<file path="src/rtl/mcu_run_ctrl_pkg.sv">
// Shared types for the MCU run/debug sequencer.
// State encoding, host command opcodes and counter width default.
package mcu_run_ctrl_pkg;

    typedef enum logic [2:0] {
        ST_BOOT   = 3'd0,
        ST_HALTED = 3'd1,
        ST_RUN    = 3'd2,
        ST_STEP   = 3'd3,
        ST_DRAIN  = 3'd4
    } state_e;

    localparam logic [2:0] OP_NOP   = 3'd0;
    localparam logic [2:0] OP_RUN   = 3'd1;
    localparam logic [2:0] OP_HALT  = 3'd2;
    localparam logic [2:0] OP_STEP  = 3'd3;
    localparam logic [2:0] OP_RESET = 3'd4;
    localparam logic [2:0] OP_SETBP = 3'd5;
    localparam logic [2:0] OP_CLRBP = 3'd6;

    localparam int CNT_WIDTH_DEF = 16;

    // States in which the core clock is enabled
    function automatic logic core_active(state_e s);
        return (s == ST_RUN) || (s == ST_STEP) || (s == ST_DRAIN);
    endfunction

    // States in which host commands are taken
    function automatic logic cmd_open(state_e s);
        return (s == ST_HALTED) || (s == ST_RUN) || (s == ST_STEP);
    endfunction

endpackage

</file>
<file path="src/rtl/mcu_run_ctrl_bkpt.sv">
// PC breakpoint register pair and comparator.
// Only instantiated when MCU_RUN_CTRL_BKPT_EN is defined.
module mcu_bkpt_unit
    import mcu_run_ctrl_pkg::*;
#(
    parameter int PC_WIDTH = 8
) (
    input  logic                Clk,
    input  logic                Reset,
    input  logic                set_i,
    input  logic                clr_i,
    input  logic [PC_WIDTH-1:0] arg_i,
    input  logic [PC_WIDTH-1:0] pc_i,
    input  logic                fetch_i,
    output logic                match_o
);

    logic [PC_WIDTH-1:0] bkpt_pc_q, bkpt_pc_d;
    logic                bkpt_en_q, bkpt_en_d;

    // Load or disable the breakpoint on host command
    always_comb begin
        bkpt_pc_d = bkpt_pc_q;
        bkpt_en_d = bkpt_en_q;
        if (set_i) begin
            bkpt_pc_d = arg_i;
            bkpt_en_d = 1'b1;
        end else if (clr_i) begin
            bkpt_en_d = 1'b0;
        end
    end

    // Breakpoint registers, cleared by system reset only
    always_ff @(posedge Clk) begin
        if (!Reset) begin
            bkpt_pc_q <= '0;
            bkpt_en_q <= 1'b0;
        end else begin
            bkpt_pc_q <= bkpt_pc_d;
            bkpt_en_q <= bkpt_en_d;
        end
    end

    assign match_o = bkpt_en_q && fetch_i && (pc_i == bkpt_pc_q);

endmodule

</file>
<file path="src/rtl/mcu_run_ctrl.sv">
// Run/debug sequencer owning the MCU core reset and clock enable.
// Define MCU_RUN_CTRL_BKPT_EN to build in the PC breakpoint.
module mcu_run_ctrl
    import mcu_run_ctrl_pkg::*;
#(
    parameter int                  PC_WIDTH    = 8,
    parameter int                  BOOT_CYCLES = 4,
    parameter logic [PC_WIDTH-1:0] RESET_PC    = '0,
    parameter int                  CNT_WIDTH   = CNT_WIDTH_DEF
) (
    input  logic                 Clk,
    input  logic                 Reset,
    input  logic                 cmd_valid,
    output logic                 cmd_ready,
    input  logic [2:0]           cmd_op,
    input  logic [PC_WIDTH-1:0]  cmd_arg,
    input  logic [PC_WIDTH-1:0]  currentPC,
    input  logic                 fetch_pulse,
    output logic                 core_rst_n,
    output logic                 core_en,
    output logic [PC_WIDTH-1:0]  boot_pc,
    output logic [2:0]           state_o,
    output logic                 bkpt_hit,
    output logic [CNT_WIDTH-1:0] insn_count
);

    localparam int BW = $clog2(BOOT_CYCLES + 1);
    localparam logic [BW-1:0] BOOT_LOAD = BW'(BOOT_CYCLES);

    state_e               state_q, state_d;
    logic [BW-1:0]        boot_cnt_q, boot_cnt_d;
    logic [PC_WIDTH-1:0]  step_left_q, step_left_d;
    logic [PC_WIDTH-1:0]  boot_pc_q, boot_pc_d;
    logic [CNT_WIDTH-1:0] insn_count_q, insn_count_d;
    logic                 bkpt_hit_q, bkpt_hit_d;
    logic                 core_rst_n_q, core_rst_n_d;
    logic                 core_en_q, core_en_d;
    logic                 cmd_ready_q, cmd_ready_d;

    logic cmd_acc;
    logic op_run, op_halt, op_step, op_reset;
    logic bkpt_match, bkpt_fire;

    assign cmd_acc  = cmd_valid && cmd_ready_q;
    assign op_run   = cmd_acc && (cmd_op == OP_RUN);
    assign op_halt  = cmd_acc && (cmd_op == OP_HALT);
    assign op_step  = cmd_acc && (cmd_op == OP_STEP);
    assign op_reset = cmd_acc && (cmd_op == OP_RESET);

`ifdef MCU_RUN_CTRL_BKPT_EN
    mcu_bkpt_unit #(
        .PC_WIDTH (PC_WIDTH)
    ) u_bkpt (
        .Clk     (Clk),
        .Reset   (Reset),
        .set_i   (cmd_acc && (cmd_op == OP_SETBP)),
        .clr_i   (cmd_acc && (cmd_op == OP_CLRBP)),
        .arg_i   (cmd_arg),
        .pc_i    (currentPC),
        .fetch_i (fetch_pulse),
        .match_o (bkpt_match)
    );
`else
    logic unused_pc;
    assign unused_pc  = ^currentPC;
    assign bkpt_match = 1'b0;
`endif

    assign bkpt_fire = bkpt_match &&
                       ((state_q == ST_RUN) || (state_q == ST_STEP));

    // Next-state and datapath; RESET cmd overrides everything below it
    always_comb begin
        state_d      = state_q;
        boot_cnt_d   = boot_cnt_q;
        step_left_d  = step_left_q;
        boot_pc_d    = boot_pc_q;
        insn_count_d = insn_count_q;
        bkpt_hit_d   = bkpt_hit_q;

        if (fetch_pulse && core_en_q) begin
            insn_count_d = insn_count_q + CNT_WIDTH'(1);
        end
        if (op_run || op_step) begin
            bkpt_hit_d = 1'b0;
        end

        unique case (state_q)
            ST_BOOT: begin
                if (boot_cnt_q <= BW'(1)) begin
                    state_d = ST_HALTED;
                end else begin
                    boot_cnt_d = boot_cnt_q - BW'(1);
                end
            end
            ST_HALTED: begin
                if (op_run) begin
                    state_d = ST_RUN;
                end else if (op_step) begin
                    state_d     = ST_STEP;
                    step_left_d = (cmd_arg == '0) ? PC_WIDTH'(1) : cmd_arg;
                end
            end
            ST_RUN: begin
                if (bkpt_fire) begin
                    state_d    = ST_HALTED;
                    bkpt_hit_d = 1'b1;
                end else if (op_halt) begin
                    state_d = fetch_pulse ? ST_HALTED : ST_DRAIN;
                end
            end
            ST_STEP: begin
                if (fetch_pulse) begin
                    step_left_d = step_left_q - PC_WIDTH'(1);
                end
                if (bkpt_fire) begin
                    state_d    = ST_HALTED;
                    bkpt_hit_d = 1'b1;
                end else if (op_halt) begin
                    state_d = fetch_pulse ? ST_HALTED : ST_DRAIN;
                end else if (fetch_pulse && (step_left_q == PC_WIDTH'(1))) begin
                    state_d = ST_HALTED;
                end
            end
            ST_DRAIN: begin
                if (fetch_pulse) begin
                    state_d = ST_HALTED;
                end
            end
            default: begin
                state_d    = ST_BOOT;
                boot_cnt_d = BOOT_LOAD;
            end
        endcase

        if (op_reset) begin
            state_d      = ST_BOOT;
            boot_cnt_d   = BOOT_LOAD;
            boot_pc_d    = cmd_arg;
            insn_count_d = '0;
            bkpt_hit_d   = 1'b0;
        end
    end

    // Outputs are registered from the next state so they move with it
    always_comb begin
        core_rst_n_d = (state_d != ST_BOOT);
        core_en_d    = core_active(state_d);
        cmd_ready_d  = cmd_open(state_d);
    end

    // Sequencer state and registered outputs
    always_ff @(posedge Clk) begin
        if (!Reset) begin
            state_q      <= ST_BOOT;
            boot_cnt_q   <= BOOT_LOAD;
            step_left_q  <= '0;
            boot_pc_q    <= RESET_PC;
            insn_count_q <= '0;
            bkpt_hit_q   <= 1'b0;
            core_rst_n_q <= 1'b0;
            core_en_q    <= 1'b0;
            cmd_ready_q  <= 1'b0;
        end else begin
            state_q      <= state_d;
            boot_cnt_q   <= boot_cnt_d;
            step_left_q  <= step_left_d;
            boot_pc_q    <= boot_pc_d;
            insn_count_q <= insn_count_d;
            bkpt_hit_q   <= bkpt_hit_d;
            core_rst_n_q <= core_rst_n_d;
            core_en_q    <= core_en_d;
            cmd_ready_q  <= cmd_ready_d;
        end
    end

    assign cmd_ready  = cmd_ready_q;
    assign core_rst_n = core_rst_n_q;
    assign core_en    = core_en_q;
    assign boot_pc    = boot_pc_q;
    assign state_o    = state_q;
    assign bkpt_hit   = bkpt_hit_q;
    assign insn_count = insn_count_q;

endmodule

</file>
<file path="config.mk">
export PLATFORM = sky130hd
export DESIGN_NAME = mcu_run_ctrl
export DESIGN_NICKNAME = d
export VERILOG_FILES = /design/src/rtl/mcu_run_ctrl_pkg.sv /design/src/rtl/mcu_run_ctrl_bkpt.sv /design/src/rtl/mcu_run_ctrl.sv
export SDC_FILE = /design/constraint.sdc
export NUM_CORES = 1
export LEC_CHECK = 0
export ABC_AREA = 1
export ABC_CLOCK_PERIOD_IN_PS = 3800
export BUFFER_PORTS_ARGS = -buffer_cell sky130_fd_sc_hd__buf_4
export CORE_AREA = 2 2 98 71
export CTS_BUF_LIST = sky130_fd_sc_hd__clkbuf_4
export DETAILED_ROUTE_END_ITERATION = 8
export DIE_AREA = 0 0 100 73
export GPL_TIMING_DRIVEN = 0
export PLACE_DENSITY_LB_ADDON = 0.1
export SYNTH_ARGS = -nofsm -noshare
export SYNTH_HDL_FRONTEND = slang
export SYNTH_HIERARCHICAL = 1
export SYNTH_SLANG_ARGS = --single-unit
</file>
<file path="constraint.sdc">
create_clock -name Clk -period 3.8 [get_ports Clk]
set_input_delay 0.57 -clock Clk [delete_from_list [all_inputs] [get_ports Clk]]
set_output_delay 0.57 -clock Clk [all_outputs]
set_load 0.1 [all_outputs]
</file>
After elaboration in Yosys (flattened, before gate mapping)
Cells that the tools add are included.
- add/subtract/negate cells: 3
- order comparisons: 1
- equality and inequality tests: 17
- muxes and demuxes: 17
- bitwise gates (word level): 2
- reductions and logical operators: 19
- operators by type and width (kind ; number):
    $mux W8 ; 4
    $mux W3 ; 10
    $eq A3 B2 Y1 const B ; 6
    $add A16 B1 Y16 const B ; 1
    $pmux W8 S2 ; 1
    $pmux W3 S5 ; 1
    $eq A3 B1 Y1 const B ; 3
    $eq A3 B3 Y1 const B ; 3
    $eq A8 B1 Y1 const B ; 1
    $logic_not A8 Y1 ; 1
    $ne A2 B2 Y1 const B ; 4
    $sub A8 B1 Y8 const B ; 1
    $logic_and A1 B1 Y1 ; 7
    $pmux W3 S2 ; 1
    $logic_or A1 B1 Y1 ; 4
    $reduce_and A4 Y1 ; 1
    $reduce_or A4 Y1 ; 1
    $le A3 B1 Y1 const B ; 1
    $logic_not A3 Y1 ; 1
    $reduce_bool A3 Y1 ; 1
    $sub A3 B1 Y3 const B ; 1
    $not A1 Y1 ; 2
    $reduce_and A2 Y1 ; 1
    $reduce_bool A2 Y1 ; 1
    $reduce_or A2 Y1 ; 1
- register bits: 41
- bits of input ports: 23
- output and inout bits: 31
- word-level logic and storage cells: 67

Longest topological paths before layout
Gate-level depths: netlist (run 1).
- depth in word-level cells: 9
- depth in mapped cells: 11

Worst setup path after synthesis (run 1)
No wires, ideal clock.
- kind: register to register
- start: reg insn_count_q[1] (netlist: insn_count[1])
- end: reg insn_count_q[14] (netlist: insn_count[14])
- setup time: 116 ps
- arrival time: 2008 ps
- setup slack: 1676 ps
- cell stages (with the launch flop): 9
- cell sequence: dfxtp_1 > ha_1 > inv_1 > nor3_4 > nand4_1 > nor2_1 > nand3_1 > nand2_1 > nor2_2
- cells in the longest elaborated chain, start to end: 1
- ends and longest elaborated chain (what ; line ; source):
    from (decl) ; mcu_run_ctrl.sv:34 ; logic [CNT_WIDTH-1:0] insn_count_q, insn_count_d;
    from (signal assigned) ; mcu_run_ctrl.sv:169 ; insn_count_q <= insn_count_d;
    $add A16 B1 Y16 ; mcu_run_ctrl.sv:82 ; insn_count_d = insn_count_q + CNT_WIDTH'(1);
No other way between the ends.
A chain may end at the register's enable or synchronous reset.

Final worst setup path (run 1)
- start: reg state_q[1] (netlist: state_o[1])
- end: out state_o[1]
- RTL lines (what ; line ; source):
    from (decl) ; mcu_run_ctrl.sv:30 ; state_e state_q, state_d;
    from (signal assigned) ; mcu_run_ctrl.sv:165 ; state_q <= state_d;
    to (decl) ; mcu_run_ctrl.sv:22 ; output logic [2:0] state_o,
No word-level cell between the ends.

==> results of run 1 <==
==> tightest hold or removal path: stages, from the launching register on <==
cell and delay, ns:
dfxtp_1 0.34, nand2_1 0.06, a21oi_1 0.05
==> synthesized netlist by cell type, types with 2 or more instances <==
cell type  instances
nand2_1           78
inv_1             53
dfxtp_1           41
a21oi_1           29
nor2_1            26
o21ai_0           24
nand3_1           19
nand4_1            7
ha_1               5
buf_4              4
nor2_2             4
nor3_2             3
o21ai_1            3
inv_2              2
nand2_2            2
nand3b_1           2
nor3_1             2
nor3_4             2
o31ai_1            2
xor2_1             2
==> final cells by class <==
cell class,count,area (sq um),area share [%]
clock inverters,3,12.5,0.471
repair buffers,44,330,12.4
plain buffers,6,38.8,1.46
well taps,81,101,3.82
inverters,55,206,7.77
multi-input cells,220,1110,41.7
clock buffers,5,37.5,1.41
flip-flops and latches,41,821,30.9
==> cell families (layout without fill, tap and decap cells) <==
family	count (synthesis)	after routing	synth area share, %
and+or+nand+nor	150	150	32.3
other	1	1	0.172
AOI/OAI and AO/OA	62	62	14.8
buffers and inverters	61	113	11.3
adders and majority gates	5	5	2.88
xor gates and xnor gates	2	2	0.806
DFF	41	41	37.7
==> sequential cells by signal (all words and copies together) (netlist names) <==
signal and count:
insn_count 16, state_o 3, core_rst_n 1, core_en 1, boot_cnt_q 3, boot_pc 8, step_left_q 8, cmd_ready 1
==> power by group through the flow <==
| stage | registers, W | logic [W] | clock network (W) |
|---|---|---|---|
| after CTS | 0.000483 | 0.000326 | 0.000221 |
| after detailed placement | 0.000492 | 0.000325 | 0 |
| after global placement | 0.000493 | 0.000323 | 0 |
| final | 0.000482 | 0.000325 | 0.000211 |
| after floorplan | 0.000602 | 0.000134 | 0 |
| after global routing | 0.000487 | 0.000359 | 0.000241 |
==> through the flow <==
stage | hold WS (ns) | total power (W) | utilization [%] | std cells | worst slack, ns
after floorplan | 0.438 | 0.000736 | - | 322 | 1.68
after global placement | 0.456 | 0.000816 | 40.1 | 447 | 1.88
after detailed placement | 0.457 | 0.000817 | 40.1 | 447 | 1.88
after CTS | 0.475 | 0.00103 | 40.8 | 455 | 2.01
after global routing | 0.488 | 0.00109 | 40.8 | 455 | 1.95
final | 0.479 | 0.00102 | 40.8 | 455 | 2.03
==> per-layer routing <==
metal  wire length, um  GRT usage (%)  vias up
met4                85           5.63        0
li1                  -              -     1126
met3               243           3.64       10
met5                 0              0        -
met2              1960           21.0       41
met1              3080           24.2      919
==> how the worst max path moves through the flow <==
stage                           to     startpoint  slack, ns
CTS                     state_o[2]     state_o[2]       2.01
finish                  state_o[1]     state_o[1]       2.03
detailed placement      core_rst_n      cmd_valid       1.88
floorplan           insn_count[14]  insn_count[1]       1.68
global route            core_rst_n      cmd_ready       1.95
global placement         cmd_ready      cmd_valid       1.88
==> impl_table.tex, run 1 <==
\begin{tabular}{lr}
\hline
Metric & Value \\
\hline
\multicolumn{2}{l}{\textbf{Floorplan}} \\
\quad Y dimension of the die & 73 um \\
\quad I/O pin total & 54 \\
\quad Number of core rows & 25 \\
\quad Starting Density & 33.4\% \\
\quad Core ar. & 6510 sq um \\
\quad DIE WIDTH & 100 um \\
\quad Die Area & 7300 sq um \\
\multicolumn{2}{l}{\textbf{Min path}} \\
\quad Hold path endpoint & step\_left\_q[5] \\
\quad Cell depth of the worst min-delay path & 2 \\
\quad Class of the worst hold path & register to register \\
\quad Hold Crit Start & step\_left\_q[5] \\
\multicolumn{2}{l}{\textbf{Global route}} \\
\quad Total track usage & 15.7\% \\
\quad Antenna violations before repair & 0 \\
\quad Pin count of the biggest net entering global routing & 13 \\
\quad Number of global-route vias before repair & 1935 \\
\quad Wire length of the first global-routing pass & 9190 um \\
\quad Overall overflow remaining after global route & 0 \\
\multicolumn{2}{l}{\textbf{Synth}} \\
\quad Cell accounting for the most synthesized area & dfxtp\_1 \\
\quad Cell area after synthesis & 2170 sq um \\
\quad Async set-reset flop share out of synthesis & 0\% \\
\quad Post-synth EDFFs & 0 \\
\quad Register area share after synthesis & 37.7\% \\
\quad Post-synthesis register bit count & 41 \\
\quad Top area cells in the synthesized netlist & dfxtp\_1 38\%, nand2\_1 13\%, inv\_1 9.1\%, a21oi\_1 6.7\%, o21ai\_0 5.5\% \\
\quad Synth cell types & 32 \\
\quad Synthesis warning total & 6 \\
\quad Number of standard cells after synthesis & 322 \\
\quad Average cell area after synthesis & 6.75 sq um \\
\quad Area share of the largest cell type after synthesis & 37.7\% \\
\quad Number of nets in the synthesized netlist & 350 \\
\quad Most used DFF post-synth & dfxtp\_1 \\
\multicolumn{2}{l}{\textbf{Clock tree}} \\
\quad Clk Tree Root Cell & clkbuf\_4 \\
\quad Clock net sink count & 41 \\
\quad Clock tree from TritonCTS & done \\
\quad Quantity of hold-fixing buffers added after cts & 0 \\
\quad Worst-Skew Late Latency & 0.35 ns \\
\quad Cts bufs inserted & 5 \\
\quad H-tree level count & 2 \\
\quad Max clock buf depth & 2 \\
\quad Number of setup buffers added after CTS & 0 \\
\quad Resize count post-CTS & 0 \\
\quad Clk slew on worst S/H paths & 0.13 ns \\
\multicolumn{2}{l}{\textbf{Drt}} \\
\quad Number of violations reported at the end of detailed-routing iteration 0 & 102 \\
\quad Detail-routed via count per cell & 4.61 \\
\quad First-pass DRT Iterations & 4 \\
\quad Final routed wirelength across all metal layers & 5370 um \\
\quad Routed vias & 2096 \\
\quad Detailed-route DRC error count & 0 \\
\quad Remaining antenna violation count after routing & 0 \\
\quad Post-detailed-route wirelength per cell & 11.8 um \\
\multicolumn{2}{l}{\textbf{Placed design}} \\
\quad Routability-driven placement congestion ratio & 0.846 \\
\quad Post-DP Area & 2610 sq um \\
\quad Count of input and output buffers & 44 \\
\quad Half-perimeter wire length after detailed placement & 4110 um \\
\multicolumn{2}{l}{\textbf{Power and ir drop}} \\
\quad Int Power & 0.000614 W \\
\quad Switching power & 0.000405 W \\
\quad Fraction of power spent switching nets & 39.7\% \\
\quad Leakage power total & 1.31 nW \\
\quad Share of power burned in combinational logic & 31.9\% \\
\quad Max VDD drop & 0.162 mV \\
\quad Part of the total power dissipated in the clock network & 20.8\% \\
\quad Power density over the cells & 384 nW/um\^{}2 \\
\quad Fraction of power consumed by sequential logic & 47.3\% \\
\multicolumn{2}{l}{\textbf{Final layout}} \\
\quad N\_diodes & 0 \\
\quad Layout cell share with drive strength beyond 1 & 19.0\% \\
\quad Number of nets in the layout & 401 \\
\quad Post-Layout Inst Area & 2660 sq um \\
\quad Most frequent standard cell in the layout excluding fill and tap cells & nand2\_1 \\
\quad Synthesis-to-finish area growth & 22.2\% \\
\quad \# fillers & 710 \\
\quad Most frequent cells in the layout & 78 x nand2\_1, 53 x inv\_1, 48 x buf\_4 \\
\multicolumn{2}{l}{\textbf{STA}} \\
\quad Ratio of final minimum period to clock period & 46.7\% \\
\quad Setup repair after global routing missed its margin & false \\
\quad Maximum clock frequency & 564 MHz \\
\quad Final sum of negative setup slack & 0 ns \\
\quad Number of failing hold endpoints at the final stage & 0 \\
\quad Count of endpoints failing setup in the final report & 0 \\
\quad Max-slew violation count & 0 \\
\quad Minimum period implied by the final worst setup slack & 1.77 ns \\
\quad Clk\_skew & 0.0124 ns \\
\multicolumn{2}{l}{\textbf{Critical path}} \\
\quad Reg2reg end & core\_rst\_n \\
\quad CP delay by family, top & flip-flops \\
\quad Slowest stage delay, CP & 0.50 ns \\
\quad Crit path max-delay cell type & dfxtp\_1 \\
\quad List of cells traversed by the critical path & buf\_4 \\
\quad Path length in cells of the critical path & 1 \\
\quad Setup slack of the most critical reg-to-reg path & 2.20 ns \\
\quad Critical Path Fanout Max & 7 \\
\quad Critical path endpoint category & output pin \\
\quad Buffers and inverters on the worst path & 1 \\
\quad Type of element launching the critical path & register \\
\quad Critical path data required time & 3.23 ns \\
\quad Arrival time of the worst setup path & 1.20 ns \\
\quad Number of cell instances on the worst register-to-register path & 9 \\
\quad Startpoint of the worst-slack reg-to-reg timing path & cmd\_ready \\
\quad Critical path class & register to output pin \\
\multicolumn{2}{l}{\textbf{Outcome}} \\
\quad Outcome & finished clean \\
\multicolumn{2}{l}{\textbf{Run}} \\
\quad Max-cap viol count & 0 \\
\hline
\end{tabular}
No activity file was read; power rests on OpenSTA's default activity.
==> inputs of run 2 (changes only) <==
--- a/config.mk
+++ b/config.mk
@@ -6,7 +6,7 @@
 export NUM_CORES = 1
 export LEC_CHECK = 0
 export ABC_AREA = 1
-export ABC_CLOCK_PERIOD_IN_PS = 3800
+export ABC_CLOCK_PERIOD_IN_PS = 1700
 export BUFFER_PORTS_ARGS = -buffer_cell sky130_fd_sc_hd__buf_4
 export CORE_AREA = 2 2 98 71
 export CTS_BUF_LIST = sky130_fd_sc_hd__clkbuf_4
==> constraint.sdc (replaced) <==
create_clock -name Clk -period 1.7 [get_ports Clk]
set_input_delay 0.255 -clock Clk [delete_from_list [all_inputs] [get_ports Clk]]
set_output_delay 0.255 -clock Clk [all_outputs]
set_load 0.1 [all_outputs]
==> impl_table.tex, run 2 (synthesized netlist as in run 1, its figures left out) <==
\begin{tabular}{lr}
\hline
Metric & Value \\
\hline
\multicolumn{2}{l}{\textbf{Outcome}} \\
\quad Outcome & finished clean \\
\multicolumn{2}{l}{\textbf{Clock tree}} \\
\quad Clock net sink count & 41 \\
\quad Clk Tree Root Cell & clkbuf\_4 \\
\quad H-tree level count & 2 \\
\quad Cts bufs inserted & 5 \\
\quad Worst-Skew Late Latency & 0.35 ns \\
\quad Resize count post-CTS & 0 \\
\quad Quantity of hold-fixing buffers added after cts & 0 \\
\quad Clk slew on worst S/H paths & 0.13 ns \\
\quad Max clock buf depth & 2 \\
\quad Clock tree from TritonCTS & done \\
\quad Number of setup buffers added after CTS & 0 \\
\multicolumn{2}{l}{\textbf{Final layout}} \\
\quad Most frequent cells in the layout & 77 x nand2\_1, 53 x inv\_1, 48 x buf\_4 \\
\quad Post-route non-filler standard cell count & 455 \\
\quad Max FFs per register & 16 \\
\quad Most frequent standard cell in the layout excluding fill and tap cells & nand2\_1 \\
\quad Synthesis-to-finish area growth & 25.0\% \\
\quad N\_diodes & 0 \\
\quad \# fillers & 707 \\
\quad Layout cell share with drive strength beyond 1 & 24.3\% \\
\quad Number of nets in the layout & 401 \\
\multicolumn{2}{l}{\textbf{Min path}} \\
\quad Hold Crit Start & cmd\_arg[7] \\
\quad Class of the worst hold path & primary input to register \\
\quad Cell depth of the worst min-delay path & 3 \\
\multicolumn{2}{l}{\textbf{Global route}} \\
\quad Number of global-route vias before repair & 1835 \\
\quad Busiest layer in global routing & met1 \\
\quad Antenna violations before repair & 0 \\
\quad GRT met3 Usage & 4.50\% \\
\quad Total track usage & 15.6\% \\
\quad Global-route met1 utilization & 23.6\% \\
\quad Wire length of the first global-routing pass & 8930 um \\
\quad Overall overflow remaining after global route & 0 \\
\quad Pin count of the biggest net entering global routing & 13 \\
\quad GR met2 Demand/Resource & 20.8\% \\
\multicolumn{2}{l}{\textbf{Floorplan}} \\
\quad Die Area & 7300 sq um \\
\quad I/O pin total & 54 \\
\quad DIE WIDTH & 100 um \\
\quad Core ar. & 6510 sq um \\
\quad Y dimension of the die & 73 um \\
\quad Number of core rows & 25 \\
\quad Starting Density & 33.4\% \\
\multicolumn{2}{l}{\textbf{Drt}} \\
\quad Routed vias & 2094 \\
\quad Remaining antenna violation count after routing & 0 \\
\quad Post-detailed-route wirelength per cell & 11.8 um \\
\quad Detailed-route DRC error count & 0 \\
\quad Detail-routed via count per cell & 4.60 \\
\quad Number of violations reported at the end of detailed-routing iteration 0 & 140 \\
\quad Final routed wirelength across all metal layers & 5380 um \\
\quad First-pass DRT Iterations & 6 \\
\multicolumn{2}{l}{\textbf{Critical path}} \\
\quad Arrival time of the worst setup path & 1.70 ns \\
\quad Critical path endpoint category & register \\
\quad Critical path data required time & 1.94 ns \\
\quad Type of element launching the critical path & register \\
\quad Critical Path Fanout Max & 6 \\
\quad Number of cell instances on the worst register-to-register path & 9 \\
\quad Startpoint of the worst-slack reg-to-reg timing path & cmd\_ready \\
\quad Critical path class & register to register \\
\quad Critical path launch point & cmd\_ready \\
\multicolumn{2}{l}{\textbf{Power and ir drop}} \\
\quad Switching power & 0.000889 W \\
\quad Part of the total power dissipated in the clock network & 26.4\% \\
\quad Leakage power total & 1.33 nW \\
\quad Max VDD drop & 0.481 mV \\
\quad Fraction of power spent switching nets & 36.5\% \\
\quad Int Power & 0.00155 W \\
\quad Total Power & 0.00244 W \\
\quad Power density over the cells & 896 nW/um\^{}2 \\
\quad Share of power burned in combinational logic & 29.2\% \\
\quad Fraction of power consumed by sequential logic & 44.3\% \\
\multicolumn{2}{l}{\textbf{Placed design}} \\
\quad Routability-driven placement congestion ratio & 0.808 \\
\quad Half-perimeter wire length after detailed placement & 4130 um \\
\quad \# placed instances & 447 \\
\quad Count of input and output buffers & 44 \\
\quad Minimum setup slack after placement & 0.108 ns \\
\multicolumn{2}{l}{\textbf{STA}} \\
\quad Slack of the critical path & 0.232 ns \\
\quad Maximum clock frequency & 681 MHz \\
\quad Clk\_skew & 0.00854 ns \\
\quad Ratio of final minimum period to clock period & 86.3\% \\
\quad Number of failing hold endpoints at the final stage & 0 \\
\quad Minimum period implied by the final worst setup slack & 1.47 ns \\
\quad Max-slew violation count & 0 \\
\quad Setup repair after global routing missed its margin & false \\
\quad Count of endpoints failing setup in the final report & 0 \\
\multicolumn{2}{l}{\textbf{Run}} \\
\quad Max-cap viol count & 0 \\
\hline
\end{tabular}
-- run 2: path summary, 6_finish.rpt --
check,slack (ns),to
worst max-delay path,0.23,cmd_ready
worst min register to register,0.48,step_left_q[5]
worst min-delay path,0.18,boot_pc[7]
worst max register to register,0.23,cmd_ready
-- run 2: final cells by class --
type / instances / area [sq um] / share of cell area (%)
plain buffers: 6 / 38.8 / 1.43
clock buffers: 6 / 45.0 / 1.66
clock inverters: 2 / 33.8 / 1.24
inverters: 55 / 206 / 7.60
multi-input cells: 220 / 1120 / 41.2
flip-flops and latches: 41 / 843 / 31.0
well taps: 81 / 101 / 3.73
repair buffers: 44 / 330 / 12.2
-- run 2: critical path: stages (launching register included) --
cell,delay (ns)
dfxtp_2,0.35
nand2_1,0.10
nor2_2,0.16
nand3_2,0.16
nand2_2,0.14
inv_2,0.08
nand2_1,0.09
inv_1,0.07
nand2_1,0.12
nand2_1,0.09
-- run 2: routing by layer --
layer | part of all wire, % | wire length [um]
met5 | 0 | 0
met4 | 1.1 | 59
met3 | 5.6 | 300
met2 | 36 | 1940
met1 | 57 | 3080
-- run 2: stage by stage --
step / utilization, % / hold WS, ns / TNS, ns / cell area [sq um]
finish: 41.8 / 0.179 / 0 / 2720
global route: 41.8 / 0.162 / 0 / 2720
CTS: 41.6 / 0.156 / 0 / 2710
detailed placement: 40.4 / 0.460 / 0 / 2630
global placement: 40.4 / 0.453 / 0 / 2630
floorplan: - / 0.393 / -0.0401 / 2200
-- run 2: power groups by stage --
stage	registers (W)	logic, W	clock network [W]
floorplan	0.00135	0.000299	0
CTS	0.00108	0.000715	0.000672
global route	0.00109	0.000788	0.000714
global placement	0.00110	0.000714	0
finish	0.00108	0.000712	0.000643
detailed placement	0.00110	0.000713	0
